<file path="src/rtl/ysyx_25040109_axi_pkg.sv">
// Shared AXI encodings and crossbar FSM states.
//   RESP_OKAY / RESP_DECERR : response codes driven by the crossbar
//   BURST_INCR / SIZE_4B    : the only burst shape a single-beat-only slave takes
//   rd_state_e / wr_state_e : read and write path state encodings
package ysyx_25040109_axi_pkg;
   localparam logic [1:0] RESP_OKAY   = 2'b00;
   localparam logic [1:0] RESP_DECERR = 2'b11;
   localparam logic [1:0] BURST_INCR  = 2'b01;
   localparam logic [2:0] SIZE_4B     = 3'b010;

   typedef enum logic [1:0] {
      RD_IDLE = 2'd0,
      RD_FWD  = 2'd1,
      RD_ERR  = 2'd2
   } rd_state_e;

   typedef enum logic [1:0] {
      WR_IDLE = 2'd0,
      WR_DATA = 2'd1,
      WR_RESP = 2'd2
   } wr_state_e;
endpackage

</file>
<file path="src/rtl/ysyx_25040109_xbar_decode.sv">
// Address decoder for one AXI address channel.
//   addr/len/size/burst : request attributes
//   hit  : one-hot target slave (lowest index wins on overlap)
//   idx  : binary index of the hit slave (0 on miss)
//   miss : no slave claims the request
module ysyx_25040109_xbar_decode
   import ysyx_25040109_axi_pkg::*;
#(
   parameter int                 NSLV        = 3,
   parameter logic [NSLV*32-1:0] SLV_BASE    = {32'h10010000, 32'h10000000, 32'h80000000},
   parameter logic [NSLV*32-1:0] SLV_LAST    = {32'h10010007, 32'h10000008, 32'h87ffffff},
   parameter logic [NSLV-1:0]    SIMPLE_MASK = 3'b110,
   localparam int                IDXW        = (NSLV > 1) ? $clog2(NSLV) : 1
) (
   input  logic [31:0]     addr,
   input  logic [7:0]      len,
   input  logic [2:0]      size,
   input  logic [1:0]      burst,
   output logic [NSLV-1:0] hit,
   output logic [IDXW-1:0] idx,
   output logic            miss
);
   logic single;

   // NOTE: every output gets a default before the loop, so no path leaves a
   // value held and no latch is inferred.
   always_comb begin
      single = (len == 8'd0) && (size == SIZE_4B) && (burst == BURST_INCR);
      hit    = '0;
      idx    = '0;
      // Scan downwards so the lowest matching index is the last one written.
      for (int i = NSLV - 1; i >= 0; i--) begin
         if ((addr >= SLV_BASE[i*32 +: 32]) && (addr <= SLV_LAST[i*32 +: 32]) &&
             (!SIMPLE_MASK[i] || single)) begin
            hit    = '0;
            hit[i] = 1'b1;
            idx    = IDXW'(i);
         end
      end
      miss = (hit == '0);
   end
endmodule

</file>
<file path="src/rtl/ysyx_25040109_axi_xbar_n.sv">
// 1-master to NSLV-slave AXI4 crossbar with an internal DECERR responder.
//   in_ar*/in_r*/in_aw*/in_w*/in_b* : upstream master port
//   m_*                             : per-slave valid/ready and response buses,
//                                     broadcast address/data payloads
// Read and write paths are independent, one outstanding transaction each.
module ysyx_25040109_axi_xbar_n
   import ysyx_25040109_axi_pkg::*;
#(
   parameter int                 NSLV        = 3,
   parameter int                 IDW         = 4,
   parameter logic [NSLV*32-1:0] SLV_BASE    = {32'h10010000, 32'h10000000, 32'h80000000},
   parameter logic [NSLV*32-1:0] SLV_LAST    = {32'h10010007, 32'h10000008, 32'h87ffffff},
   parameter logic [NSLV-1:0]    SIMPLE_MASK = 3'b110
) (
   input  logic                clk,
   input  logic                rst,
   input  logic                in_arvalid,
   input  logic [31:0]         in_araddr,
   input  logic [IDW-1:0]      in_arid,
   input  logic [7:0]          in_arlen,
   input  logic [2:0]          in_arsize,
   input  logic [1:0]          in_arburst,
   output logic                in_arready,
   output logic                in_rvalid,
   output logic [31:0]         in_rdata,
   output logic [1:0]          in_rresp,
   output logic [IDW-1:0]      in_rid,
   output logic                in_rlast,
   input  logic                in_rready,
   input  logic                in_awvalid,
   input  logic [31:0]         in_awaddr,
   input  logic [IDW-1:0]      in_awid,
   input  logic [7:0]          in_awlen,
   input  logic [2:0]          in_awsize,
   input  logic [1:0]          in_awburst,
   output logic                in_awready,
   input  logic                in_wvalid,
   input  logic [31:0]         in_wdata,
   input  logic [3:0]          in_wstrb,
   input  logic                in_wlast,
   output logic                in_wready,
   output logic                in_bvalid,
   output logic [1:0]          in_bresp,
   output logic [IDW-1:0]      in_bid,
   input  logic                in_bready,
   output logic [NSLV-1:0]     m_arvalid,
   input  logic [NSLV-1:0]     m_arready,
   output logic [31:0]         m_araddr,
   output logic [IDW-1:0]      m_arid,
   output logic [7:0]          m_arlen,
   output logic [2:0]          m_arsize,
   output logic [1:0]          m_arburst,
   input  logic [NSLV-1:0]     m_rvalid,
   input  logic [NSLV-1:0]     m_rlast,
   input  logic [NSLV*32-1:0]  m_rdata,
   input  logic [NSLV*2-1:0]   m_rresp,
   input  logic [NSLV*IDW-1:0] m_rid,
   output logic [NSLV-1:0]     m_rready,
   output logic [NSLV-1:0]     m_awvalid,
   input  logic [NSLV-1:0]     m_awready,
   output logic [31:0]         m_awaddr,
   output logic [IDW-1:0]      m_awid,
   output logic [7:0]          m_awlen,
   output logic [2:0]          m_awsize,
   output logic [1:0]          m_awburst,
   output logic [NSLV-1:0]     m_wvalid,
   input  logic [NSLV-1:0]     m_wready,
   output logic [31:0]         m_wdata,
   output logic [3:0]          m_wstrb,
   output logic                m_wlast,
   input  logic [NSLV-1:0]     m_bvalid,
   input  logic [NSLV*2-1:0]   m_bresp,
   input  logic [NSLV*IDW-1:0] m_bid,
   output logic [NSLV-1:0]     m_bready
);
   localparam int IDXW = (NSLV > 1) ? $clog2(NSLV) : 1;

   logic [NSLV-1:0] ar_hit, aw_hit;
   logic [IDXW-1:0] ar_idx, aw_idx;
   logic            ar_miss, aw_miss;

   ysyx_25040109_xbar_decode #(
      .NSLV(NSLV), .SLV_BASE(SLV_BASE), .SLV_LAST(SLV_LAST), .SIMPLE_MASK(SIMPLE_MASK)
   ) u_ar_dec (
      .addr(in_araddr), .len(in_arlen), .size(in_arsize), .burst(in_arburst),
      .hit(ar_hit), .idx(ar_idx), .miss(ar_miss)
   );

   ysyx_25040109_xbar_decode #(
      .NSLV(NSLV), .SLV_BASE(SLV_BASE), .SLV_LAST(SLV_LAST), .SIMPLE_MASK(SIMPLE_MASK)
   ) u_aw_dec (
      .addr(in_awaddr), .len(in_awlen), .size(in_awsize), .burst(in_awburst),
      .hit(aw_hit), .idx(aw_idx), .miss(aw_miss)
   );

   // Payloads are broadcast; only the per-slave valid selects a target.
   assign m_araddr  = in_araddr;
   assign m_arid    = in_arid;
   assign m_arlen   = in_arlen;
   assign m_arsize  = in_arsize;
   assign m_arburst = in_arburst;
   assign m_awaddr  = in_awaddr;
   assign m_awid    = in_awid;
   assign m_awlen   = in_awlen;
   assign m_awsize  = in_awsize;
   assign m_awburst = in_awburst;
   assign m_wdata   = in_wdata;
   assign m_wstrb   = in_wstrb;
   assign m_wlast   = in_wlast;

   // ---------------- read path ----------------
   rd_state_e       rd_state, rd_next;
   logic [IDXW-1:0] rd_tgt;
   logic [IDW-1:0]  rd_id;
   logic [7:0]      rd_cnt;

   // NOTE: state registers use non-blocking assignments so every flop samples
   // the pre-edge values regardless of process ordering.
   always_ff @(posedge clk) begin
      if (rst) begin
         rd_state <= RD_IDLE;
         rd_tgt   <= '0;
         rd_id    <= '0;
         rd_cnt   <= '0;
      end else begin
         rd_state <= rd_next;
         if (rd_state == RD_IDLE && in_arvalid && in_arready) begin
            rd_tgt <= ar_idx;
            rd_id  <= in_arid;
            rd_cnt <= in_arlen;
         end else if (rd_state == RD_ERR && in_rready && rd_cnt != 8'd0) begin
            rd_cnt <= rd_cnt - 8'd1;
         end
      end
   end

   always_comb begin
      rd_next    = rd_state;
      in_arready = 1'b0;
      m_arvalid  = '0;
      in_rvalid  = 1'b0;
      in_rdata   = '0;
      in_rresp   = RESP_OKAY;
      in_rid     = '0;
      in_rlast   = 1'b0;
      m_rready   = '0;
      case (rd_state)
         RD_IDLE: begin
            m_arvalid  = ar_hit & {NSLV{in_arvalid}};
            // A miss is swallowed by the internal error responder.
            in_arready = ar_miss | (|(ar_hit & m_arready));
            if (in_arvalid && in_arready) rd_next = ar_miss ? RD_ERR : RD_FWD;
         end
         RD_FWD: begin
            for (int i = 0; i < NSLV; i++) begin
               if (rd_tgt == IDXW'(i)) begin
                  in_rvalid   = m_rvalid[i];
                  in_rdata    = m_rdata[i*32 +: 32];
                  in_rresp    = m_rresp[i*2 +: 2];
                  in_rid      = m_rid[i*IDW +: IDW];
                  in_rlast    = m_rlast[i];
                  m_rready[i] = in_rready;
               end
            end
            if (in_rvalid && in_rready && in_rlast) rd_next = RD_IDLE;
         end
         RD_ERR: begin
            in_rvalid = 1'b1;
            in_rresp  = RESP_DECERR;
            in_rid    = rd_id;
            in_rlast  = (rd_cnt == 8'd0);
            if (in_rready && in_rlast) rd_next = RD_IDLE;
         end
         default: rd_next = RD_IDLE;
      endcase
   end

   // ---------------- write path ----------------
   wr_state_e       wr_state, wr_next;
   logic [IDXW-1:0] wr_tgt;
   logic [IDW-1:0]  wr_id;
   logic            wr_err;

   always_ff @(posedge clk) begin
      if (rst) begin
         wr_state <= WR_IDLE;
         wr_tgt   <= '0;
         wr_id    <= '0;
         wr_err   <= 1'b0;
      end else begin
         wr_state <= wr_next;
         if (wr_state == WR_IDLE && in_awvalid && in_awready) begin
            wr_tgt <= aw_idx;
            wr_id  <= in_awid;
            wr_err <= aw_miss;
         end
      end
   end

   always_comb begin
      wr_next    = wr_state;
      in_awready = 1'b0;
      m_awvalid  = '0;
      in_wready  = 1'b0;
      m_wvalid   = '0;
      in_bvalid  = 1'b0;
      in_bresp   = RESP_OKAY;
      in_bid     = '0;
      m_bready   = '0;
      case (wr_state)
         WR_IDLE: begin
            m_awvalid  = aw_hit & {NSLV{in_awvalid}};
            in_awready = aw_miss | (|(aw_hit & m_awready));
            if (in_awvalid && in_awready) wr_next = WR_DATA;
         end
         WR_DATA: begin
            if (wr_err) begin
               // Error bursts are drained and discarded.
               in_wready = 1'b1;
            end else begin
               for (int i = 0; i < NSLV; i++) begin
                  if (wr_tgt == IDXW'(i)) begin
                     m_wvalid[i] = in_wvalid;
                     in_wready   = m_wready[i];
                  end
               end
            end
            if (in_wvalid && in_wready && in_wlast) wr_next = WR_RESP;
         end
         WR_RESP: begin
            if (wr_err) begin
               in_bvalid = 1'b1;
               in_bresp  = RESP_DECERR;
               in_bid    = wr_id;
            end else begin
               for (int i = 0; i < NSLV; i++) begin
                  if (wr_tgt == IDXW'(i)) begin
                     in_bvalid   = m_bvalid[i];
                     in_bresp    = m_bresp[i*2 +: 2];
                     in_bid      = m_bid[i*IDW +: IDW];
                     m_bready[i] = in_bready;
                  end
               end
            end
            if (in_bvalid && in_bready) wr_next = WR_IDLE;
         end
         default: wr_next = WR_IDLE;
      endcase
   end
endmodule

</file>
<file path="config.mk">
export PLATFORM = sky130hd
export DESIGN_NAME = ysyx_25040109_axi_xbar_n
export DESIGN_NICKNAME = d
export VERILOG_FILES = /design/src/rtl/ysyx_25040109_axi_pkg.sv /design/src/rtl/ysyx_25040109_xbar_decode.sv /design/src/rtl/ysyx_25040109_axi_xbar_n.sv
export SDC_FILE = /design/constraint.sdc
export NUM_CORES = 1
export LEC_CHECK = 0
export ABC_AREA = 1
export CORE_AREA = 2 2 193 195
export DETAILED_ROUTE_END_ITERATION = 16
export DIE_AREA = 0 0 195 197
export PLACE_DENSITY = 0.53
export SLEW_MARGIN = 40
export SYNTH_ARGS = -nofsm -noshare
export SYNTH_HDL_FRONTEND = slang
export SYNTH_HIERARCHICAL = 1
export SYNTH_SLANG_ARGS = --single-unit
</file>
<file path="constraint.sdc">
create_clock -name clk -period 2.6 [get_ports clk]
set_clock_uncertainty 0.05 [all_clocks]
set_input_delay 0.78 -clock clk [delete_from_list [all_inputs] [get_ports clk]]
set_output_delay 0.78 -clock clk [all_outputs]
set_load 0.01 [all_outputs]
</file>
## Word-level counts from Yosys, hierarchy flattened

Index checks and enable logic that the tools add are counted.

- Output and inout bits: 200
- Register bits after elaboration: 25

- Reduce and logical (&&, ||, !) cells: 43
- Bitwise operators: 6
- Magnitude comparators: 12
- Add/subtract/negate cells: 1
- Equality and inequality tests: 18
- Multiplexer cells: 85

Operators with widths:

| cell | count |
|---|---|
| $ge A32 B29 Y1 const B | 4 |
| $le A32 B29 Y1 const B | 4 |
| $mux W32 | 4 |
| $ge A32 B32 Y1 const B | 2 |
| $le A32 B32 Y1 const B | 2 |
| $mux W2 | 21 |
| $mux W3 | 13 |
| $mux W4 | 8 |
| $mux W1 | 31 |
| $logic_and A1 B1 Y1 | 28 |
| $logic_not A8 Y1 | 3 |
| $mux W8 | 2 |
| $and A3 B3 Y3 | 4 |
| $eq A2 B1 Y1 const B | 6 |
| $pmux W2 S3 | 2 |
| $eq A2 B2 Y1 const B | 4 |
| $logic_not A2 Y1 | 4 |
| $pmux W4 S2 | 1 |
| $reduce_bool A8 Y1 | 1 |
| $sub A8 B1 Y8 const B | 1 |
| $eq A3 B2 Y1 const B | 2 |
| $logic_not A3 Y1 | 2 |
| $ne A2 B1 Y1 const B | 3 |
| $ne A2 B2 Y1 const B | 3 |
| 6 further kinds | 10 |

## Logic depth before layout (Yosys ltp)

Gate-level depths: netlist (run 1).

- Depth in word-level cells: 13
- Gate-level depth with buffers: 21
- Mapped depth without buffers: 21

## Hierarchy

Netlist (run 1), hierarchy kept.

Modules (own cells, without submodules):

| module | cells an instance | area each (um2) | instances | seq. area each (um2) |
|---|---|---|---|---|
| ysyx_25040109_axi_xbar_n | 685 | 4028.9 | 1 | 500.5 |
| ysyx_25040109_xbar_decode (u_aw_dec) | 91 | 390.4 | 1 | 0.0 |
| ysyx_25040109_xbar_decode (u_ar_dec) | 84 | 374.1 | 1 | 0.0 |

## Worst setup path before layout (run 1)

No wires, ideal clock.

- Path kind: input to output
- Start: input port in_arlen[7]
- End: output port in_arready
- Data arrival time: 1.926 ns
- Path slack: -0.156 ns
- Stages on the path: 9
- Path buffers: 0
- Cell sequence: or2_1 -> nor3_2 -> nand4_1 -> nor2_1 -> nor2_2 -> inv_2 -> nand2_2 -> nor2_1 -> nor2_1

- Elaborated cells on any way between the ends: 13
- Those cells by class: mux (4); bitwise (2); reduce/logical (7)

RTL lines:

| what | RTL line | RTL |
|---|---|---|
| start: declaration | ysyx_25040109_axi_xbar_n.sv:20 | `input logic [7:0] in_arlen,` |
| $logic_not A8 Y1 (*) | ysyx_25040109_xbar_decode.sv:28 | `single = (len == 8'd0) && (size == SIZE_4B) && (burst == BURST_INCR);` |
| $logic_and A1 B1 Y1 (*) (2 in series) | ysyx_25040109_xbar_decode.sv:28 |  |
| $logic_and A1 B1 Y1 | ysyx_25040109_xbar_decode.sv:33 | `if ((addr >= SLV_BASE[i*32 +: 32]) && (addr <= SLV_LAST[i*32 +: 32]) &&` |
| $mux W3 | ysyx_25040109_xbar_decode.sv:33 |  |
| $mux W3 (*) (2 in series) | ysyx_25040109_xbar_decode.sv:33 |  |
| net ar_hit[2] | ysyx_25040109_axi_xbar_n.sv:78 | `logic [NSLV-1:0] ar_hit, aw_hit;` |
| $logic_not A3 Y1 (*) | ysyx_25040109_xbar_decode.sv:40 | `miss = (hit == '0);` |
| net ar_miss | ysyx_25040109_axi_xbar_n.sv:80 | `logic ar_miss, aw_miss;` |
| $or A1 B1 Y1 (*) | ysyx_25040109_axi_xbar_n.sv:151 | `in_arready = ar_miss \| (\|(ar_hit & m_arready));` |
| $mux W1 (*) | ysyx_25040109_axi_xbar_n.sv:147 | `case (rd_state)` |
| end: declaration | ysyx_25040109_axi_xbar_n.sv:23 | `output logic in_arready,` |

The timed path passes the listed nets; every way through them passes the cells marked *.

## Worst setup path in the final report (run 1)

- Start: input port in_awaddr[23]
- End: output port in_awready

- Elaborated cells on any way between the ends: 19
- Those cells by class: order compare (6); mux (4); bitwise (2); reduce/logical (7)

RTL lines:

| what | RTL line | RTL |
|---|---|---|
| start: declaration | ysyx_25040109_axi_xbar_n.sv:31 | `input logic [31:0] in_awaddr,` |
| $ge A32 B29 Y1 / $le A32 B29 Y1 (equally long branches) | ysyx_25040109_xbar_decode.sv:33 |  |
| $logic_and A1 B1 Y1 (2 in series) | ysyx_25040109_xbar_decode.sv:33 |  |
| $mux W3 (2 in series) | ysyx_25040109_xbar_decode.sv:33 |  |
| $mux W3 (*) | ysyx_25040109_xbar_decode.sv:33 |  |
| $logic_not A3 Y1 (*) | ysyx_25040109_xbar_decode.sv:40 |  |
| net aw_miss | ysyx_25040109_axi_xbar_n.sv:80 |  |
| $or A1 B1 Y1 (*) | ysyx_25040109_axi_xbar_n.sv:213 | `in_awready = aw_miss \| (\|(aw_hit & m_awready));` |
| $mux W1 (*) | ysyx_25040109_axi_xbar_n.sv:210 | `case (wr_state)` |
| end: declaration | ysyx_25040109_axi_xbar_n.sv:36 | `output logic in_awready,` |

Marked as above.

==> results of run 1 <==
[worst max-delay path, stage by stage]
cell and delay, ps:
buf_6 100, nor2_4 110, nand2_4 90, buf_6 130
nor3_4 150, nand3_2 80, nand2_2 90, nand2_4 50
nand2_2 60, nor2_2 30, or2_1 230, nor2_2 100
nor2_2 40, buf_2 130
[flip-flops by register name, summed over array words and instances (netlist names)]
register	flops
rd_cnt	8
rd_id	4
wr_id	4
rd_state	2
rd_tgt	2
wr_state	2
wr_tgt	2
wr_err	1
[cell type report]
type | instances | area, um^2 | share of cell area, %
Timing Repair Buffer | 579 | 5081 | 51.08
Multi-Input combinational cell | 569 | 3327 | 33.44
Inverter | 94 | 372.9 | 3.748
Sequential cell | 25 | 503.0 | 5.056
Tap cell | 468 | 585.6 | 5.886
Clock buffer | 4 | 78.83 | 0.7924
[logic make-up (layout without fill, tap and decap cells)]
group | after synthesis | after routing | share of synthesized area (%)
and+or+nand+nor | 490 | 491 | 45.37
buffers and inverters | 267 | 677 | 33.20
AOI/OAI and AO/OA | 71 | 71 | 9.319
DFF | 25 | 25 | 10.44
adders and majority gates | 5 | 5 | 1.305
xor gates and xnor gates | 2 | 2 | 0.3655
[placed cells by master (no fill, tap or decap), drive strengths merged]
master	Yosys	final
o31ai	1	1
dlymetal6s2s	0	19
a22o	1	1
dlygate4sd2	0	24
nor2b	2	2
o21bai	3	3
a31oi	2	2
a41oi	2	2
o211ai	3	3
nor3	10	10
nand3b	1	1
clkinv	2	1
buf	159	246
nor4	1	1
o22ai	1	1
nand4	5	5
and2	2	2
nor2	121	121
ha	5	5
nand3	135	135
o221ai	1	1
or2	2	2
xnor2	2	2
nand2	211	212
clkbuf	14	52
a21oi	28	28
clkdlybuf4s15	0	13
o21ai	29	29
clkdlybuf4s50	0	229
inv	92	93
dfxtp	25	25
[path summary, 6_finish.rpt]
check                     start  slack (ps)          end  cells past startpoint
hold / removal         wr_id[3]         430     wr_id[3]                      2
hold reg to reg        wr_id[3]         430     wr_id[3]                      2
setup / recovery  in_awaddr[23]        -420   in_awready                     14
setup reg to reg      rd_tgt[1]         580  rd_state[1]                     16
[metal layers]
| metal | vias up | wire length (um) |
|---|---|---|
| li1 | 3404 | - |
| met5 | - | 0 |
| met1 | 3065 | 9487 |
| met3 | 17 | 1835 |
| met4 | 0 | 298 |
| met2 | 286 | 12050 |
[stage by stage]
| step | hold WS [ps] | worst slack [ps] |
|---|---|---|
| global route | 461.8 | -521.6 |
| CTS | 443.9 | -574.2 |
| finish | 426.4 | -419.8 |
| global placement | 418.1 | -1321 |
| floorplan | 399.5 | -92.79 |
| detailed placement | 426.8 | -1384 |
[power by group through the flow]
| stage | registers, W | logic (W) | clock network (W) |
|---|---|---|---|
| CTS | 0.000602 | 0.00374 | 0.000395 |
| detailed placement | 0.000610 | 0.00364 | 0 |
| floorplan | 0.000577 | 0.00199 | 0 |
| finish | 0.000606 | 0.00386 | 0.000376 |
| global route | 0.000622 | 0.00424 | 0.000405 |
| global placement | 0.000610 | 0.00363 | 0 |
[what timing repair did]
action,in CTS,in global routing
hold buffers,0,0
setup endpoints to repair,188,77
gates cloned,2,0
setup buffers,32,8
pin swaps,131,142
gates resized for setup,539,270
==> flow_summary.ini, run 1 <==
[run_status]
status = complete, but fails checks
failed_checks = negative setup slack

[timing]
highest_clock_rate_mhz = 331.2
post-route-min-period_ps = 3020
drv_slew = 0
fin_tns_setup_ps = -1904
final_hold_viol_count = 0
final_critical_path_setup_slack_ps = -419.8
worst_slew_pin_slew_ps = 358.7
finalCritPeriodShare_pct = 116.1
relSlewSlack_pct = 76.08
rsz0062_at_grt = true
setup_viol = 10

[route]
drc = 0
drt.antenna.violating_nets = 0
first_pass_iters = 4
drt_iter0_markers = 202
wirelength_um = 23670
dr_total_vias = 6772
via_per_inst = 3.894
wl_per_cell_um = 13.61

[power]
power.sequential.fraction_pct = 12.5
power.combinational.fraction_pct = 79.7
leakagePower_nw = 4.885
power.density_nw_per_um2 = 486.4
p_total_w = 0.004839
vdd_drop_max_v = 0.0002152
total_net_switching_power_w = 0.002317
internal_power_w = 0.002522
switching_share_pct = 47.88
share_clk_of_total_power_pct = 7.8

[floorplan]
ios = 492
die_area_um2 = 38420
cell_rows = 70
die_w_um = 195
start_util_pct = 13.22
design.core.area_um2 = 36260
die_h_um = 197

[clock_tree]
cts.htree.levels = 1
cts_buffer_depth = 2
cts-buffers-inserted = 3
cts_tree = done
cts_num_sinks = 25
clkTransAtPathRegs_ps = 70
cts.root.buffer_cell = clkbuf_16
clock_insertion_delay_worst_skew_ps = 270

[final_layout]
layout-drive-gt1-share_pct = 39.26
nFillCells = 4052
finish.utilization_pct = 27.44
finish.cell_count_without_fillers = 1739
finalNetCount = 1569
syn2layout_area_growth_pct = 107.5
design_area_um2 = 9948
antenna-diode-count = 0

[grt]
grt_pass1_vias = 6860
globalRoute.busiestLayer = met2
met2_usage_pct = 20.77
met1_usage_pct = 13.23
grt_first_pass_wirelength_um = 35110
total_routing_usage_reported_by_global_routing_pct = 11.31
grt_start_max_net_pins = 27
globalRouteMet3Util_pct = 2.892
grt-ovfl-total = 0
grt_antenna_before_repair = 0

[yosys]
synth_top_cell_area_share_pct = 22.87
postSynthCellCount = 860
synth_most_common_cell = nand2_1
syn-cell-area_um2 = 4793
mean_area_per_synthesized_cell_um2 = 5.574
ys_types = 45
number_of_flops_mapped_to_enable_cells_by_yosys = 0
seq_area_frac_synth_pct = 10.44
synth.top_cells.by_area = buf_4, nand2_1, nand3_1, dfxtp_1, nor2_1
yosysWarnings = 6
synth.net_count = 1157
ys_dominant_reg_cell = dfxtp_1
synthArstFlopShare_pct = 0
yosys.area.top_type = buf_4
synth_seq_cells = 25
synth_commonest_cells = nand2_1, buf_4, nand3_1

[run]
max_cap_violations = 0

[critical_path]
worstPathRequired_ps = 1770
cp_data_arrival_time_ps = 2190
end_kind = output port
cp_max_fo = 4
timing.critical_path.from_type = input pin
timing.setup.critical_path_class = in -> out

[placement]
finalWeightedCongestion = 0.8049
placedCellCount = 1700
postPlaceCellArea_um2 = 9380
dp_hpwl_um = 19480
port_buffers = 419

[worst_hold_path]
hold_class = reg -> reg
No activity file was read; power rests on OpenSTA's default activity.
==> inputs of run 2 (changes only) <==
--- a/config.mk
+++ b/config.mk
@@ -8,6 +8,7 @@
 export ABC_AREA = 1
-export CORE_AREA = 2 2 193 195
+export CAP_MARGIN = 20
+export CORE_AREA = 2 2 191 193
 export DETAILED_ROUTE_END_ITERATION = 16
-export DIE_AREA = 0 0 195 197
-export PLACE_DENSITY = 0.53
+export DIE_AREA = 0 0 193 195
+export PLACE_DENSITY = 0.52
 export SLEW_MARGIN = 40
@@ -15,3 +16,2 @@
 export SYNTH_HDL_FRONTEND = slang
-export SYNTH_HIERARCHICAL = 1
 export SYNTH_SLANG_ARGS = --single-unit
--- a/constraint.sdc
+++ b/constraint.sdc
@@ -4,2 +4,2 @@
 set_output_delay 0.78 -clock clk [all_outputs]
-set_load 0.01 [all_outputs]
+set_load 0.1 [all_outputs]
==> run 2 against run 1 <==
The run still ends with negative setup slack left. Worst setup slack lost 130 ps. Via count grew 1.2%. Utilization grew 11 points. Wire length grew 21%.
==> flow_summary.ini, run 2 <==
[grt]
grt-ovfl-total = 0
grt_start_max_net_pins = 35
grt_pass1_vias = 7245
grt_antenna_before_repair = 1
grt_first_pass_wirelength_um = 41210
total_routing_usage_reported_by_global_routing_pct = 14.26

[power]
power.density_nw_per_um2 = 610.0
vdd_drop_max_v = 0.0005484
leakagePower_nw = 6.266
p_total_w = 0.008217

[yosys]
yosys.area.top_type = buf_4
yosysWarnings = 0
synth_top_cell_area_share_pct = 22.54
postSynthCellCount = 818
post_synth_fa_ha_maj_area_fraction_pct = 1.113
synth_commonest_cells = nand2_1, buf_4, nor2_1
synth_top_family_by_area = simple AND/OR/NAND/NOR gates
synth.top_cells.by_area = buf_4, nand2_1, dfxtp_1, nor2_1, nand3_1
synth.net_count = 1114
syn-cell-area_um2 = 4496
number_of_flops_mapped_to_enable_cells_by_yosys = 0
yosys.area_share.xor_xnor_pct = 0.7793
synth_seq_cells = 25
synthesized_area_fraction_occupied_by_and_or_nand_nor_cells_pct = 46.70
mean_area_per_synthesized_cell_um2 = 5.496
synthArstFlopShare_pct = 0
synth_most_common_cell = nand2_1
synth_compound_gate_area_share_pct = 7.598
post_synth_mux_area_share_pct = 0
ys_types = 45
ys_dominant_reg_cell = dfxtp_1
seq_area_frac_synth_pct = 11.13

[route]
first_pass_iters = 4
drt_iter0_markers = 245
wirelength_um = 28580
wl_per_cell_um = 16.14
drc = 0
via_per_inst = 3.870
drt.antenna.violating_nets = 0
dr_total_vias = 6853

[floorplan]
die_h_um = 195
die_area_um2 = 37640
start_util_pct = 12.70
ios = 492
die_w_um = 193
design.core.area_um2 = 35400
cell_rows = 69

[placement]
port_buffers = 419
finalWeightedCongestion = 0.8891
postPlaceCellArea_um2 = 11300
dp_hpwl_um = 21530

[timing]
highest_clock_rate_mhz = 317.8
setup_viol = 47
final_critical_path_setup_slack_ps = -546.9
drv_slew = 0
finalCritPeriodShare_pct = 121.0
relSlewSlack_pct = 62.60
rsz0062_at_grt = true
post-route-min-period_ps = 3147
final_hold_viol_count = 0
worst_slew_pin_slew_ps = 560.4

[run]
max_cap_violations = 0

[run_status]
failed_checks = negative setup slack
status = complete, but fails checks

[final_layout]
finalNetCount = 1606
nFillCells = 3519
regMostFlops = rd_cnt
max_ffs_per_register = 8
layout_common_cells = buf_4, buf_12, nand2_1
syn2layout_area_growth_pct = 199.7
design_area_um2 = 13470
layout-drive-gt1-share_pct = 61.42
layout_top_registers = rd_cnt (8), rd_id (4), wr_id (4)

[clock_tree]
clock_insertion_delay_worst_skew_ps = 270
cts.htree.levels = 1
cts_tree = done
cts_num_sinks = 25
cts_buffer_depth = 2
cts-buffers-inserted = 3
clkTransAtPathRegs_ps = 70
cts.root.buffer_cell = clkbuf_16

[critical_path]
end_kind = output port
cp_max_fo = 5
worstPathRequired_ps = 1770
timing.critical_path.from_type = input pin
timing.setup.critical_path_class = in -> out
cp_data_arrival_time_ps = 2320

[worst_hold_path]
hold_class = reg -> reg
[run 2: changes by cell type in the layout (fill, tap and decap cells not counted), moves of 34 or more]
cell	delta
buf_12	+173
clkdlybuf4s50_1	-115
nand3_1	-100
buf_4	+49
nand2_4	+48
clkbuf_2	-41
dlygate4sd2_1	+34
[run 2: power breakdown]
group	switching, W	internal (W)
clock network	0.000160	0.000208
logic	0.00436	0.00294
registers	0.0000742	0.000477
[run 2: final timing paths]
kind | startpoint | end | slack [ps] | cells after the start
worst min-delay path | wr_id[3] | wr_id[3] | 430 | 2
worst max register to register | wr_tgt[0] | wr_state[0] | 230 | 18
worst min register to register | wr_id[3] | wr_id[3] | 430 | 2
worst max-delay path | in_awaddr[19] | in_awready | -550 | 10
[run 2: final cells by class]
cell class | instances | area (um^2) | area share (%)
flip-flops and latches | 25 | 510.5 | 3.789
clock inverters | 1 | 5.005 | 0.03715
inverters | 94 | 457.9 | 3.399
well taps | 461 | 576.8 | 4.282
diodes | 1 | 2.502 | 0.01858
repair buffers | 642 | 7776 | 57.72
multi-input cells | 544 | 4068 | 30.19
clock buffers | 3 | 75.07 | 0.5573
[run 2: worst max-delay path, stage by stage]
cell and delay [ps]:
buf_6 90, or2_4 250, nor3_4 220, nand2_2 90, o21ai_4 150, nand3_4 150, o21ai_4 170, nor2_4 60
nor3_4 150, buf_12 200
[run 2: metrics by stage]
| step | util [%] | setup slack [ps] | TNS [ps] | std cells | hold slack (ps) |
|---|---|---|---|---|---|
| floorplan | - | -749.3 | -2647 | 818 | 399.6 |
| global placement | 31.93 | -989.6 | -19640 | 1680 | 417.2 |
| detailed placement | 31.93 | -1007 | -20560 | 1680 | 423.3 |
| CTS | 36.07 | -560.8 | -6303 | 1757 | 439.4 |
| global route | 38.06 | -645.3 | -8152 | 1771 | 458.8 |
| finish | 38.06 | -546.9 | -4536 | 1771 | 430.4 |
[run 2: logic make-up (layout without fill, tap and decap cells)]
family          count (synthesis)  count (layout)
compound gates                 58              58
buf+inv                       250             740
xor+xnor                        4               4
fa+ha+maj                       4               4
simple gates                  477             478
flops                          25              25
other cells                     0               1
[run 2: repair_timing]
item,CTS,global route
buffers inserted,70,27
gates cloned,10,5
resized for setup,620,169
pin swaps,157,103
endpoints found under the setup margin,87,78
hold buffers,0,0
[run 2: routing by layer]
layer | vias to the layer above | wire length (um) | GRT usage (%)
li1 | 3396 | - | -
met1 | 3176 | 11130 | 17.30
met2 | 259 | 14720 | 25.46
met3 | 22 | 2297 | 3.487
met4 | 0 | 434 | 2.637
met5 | - | 0 | 0
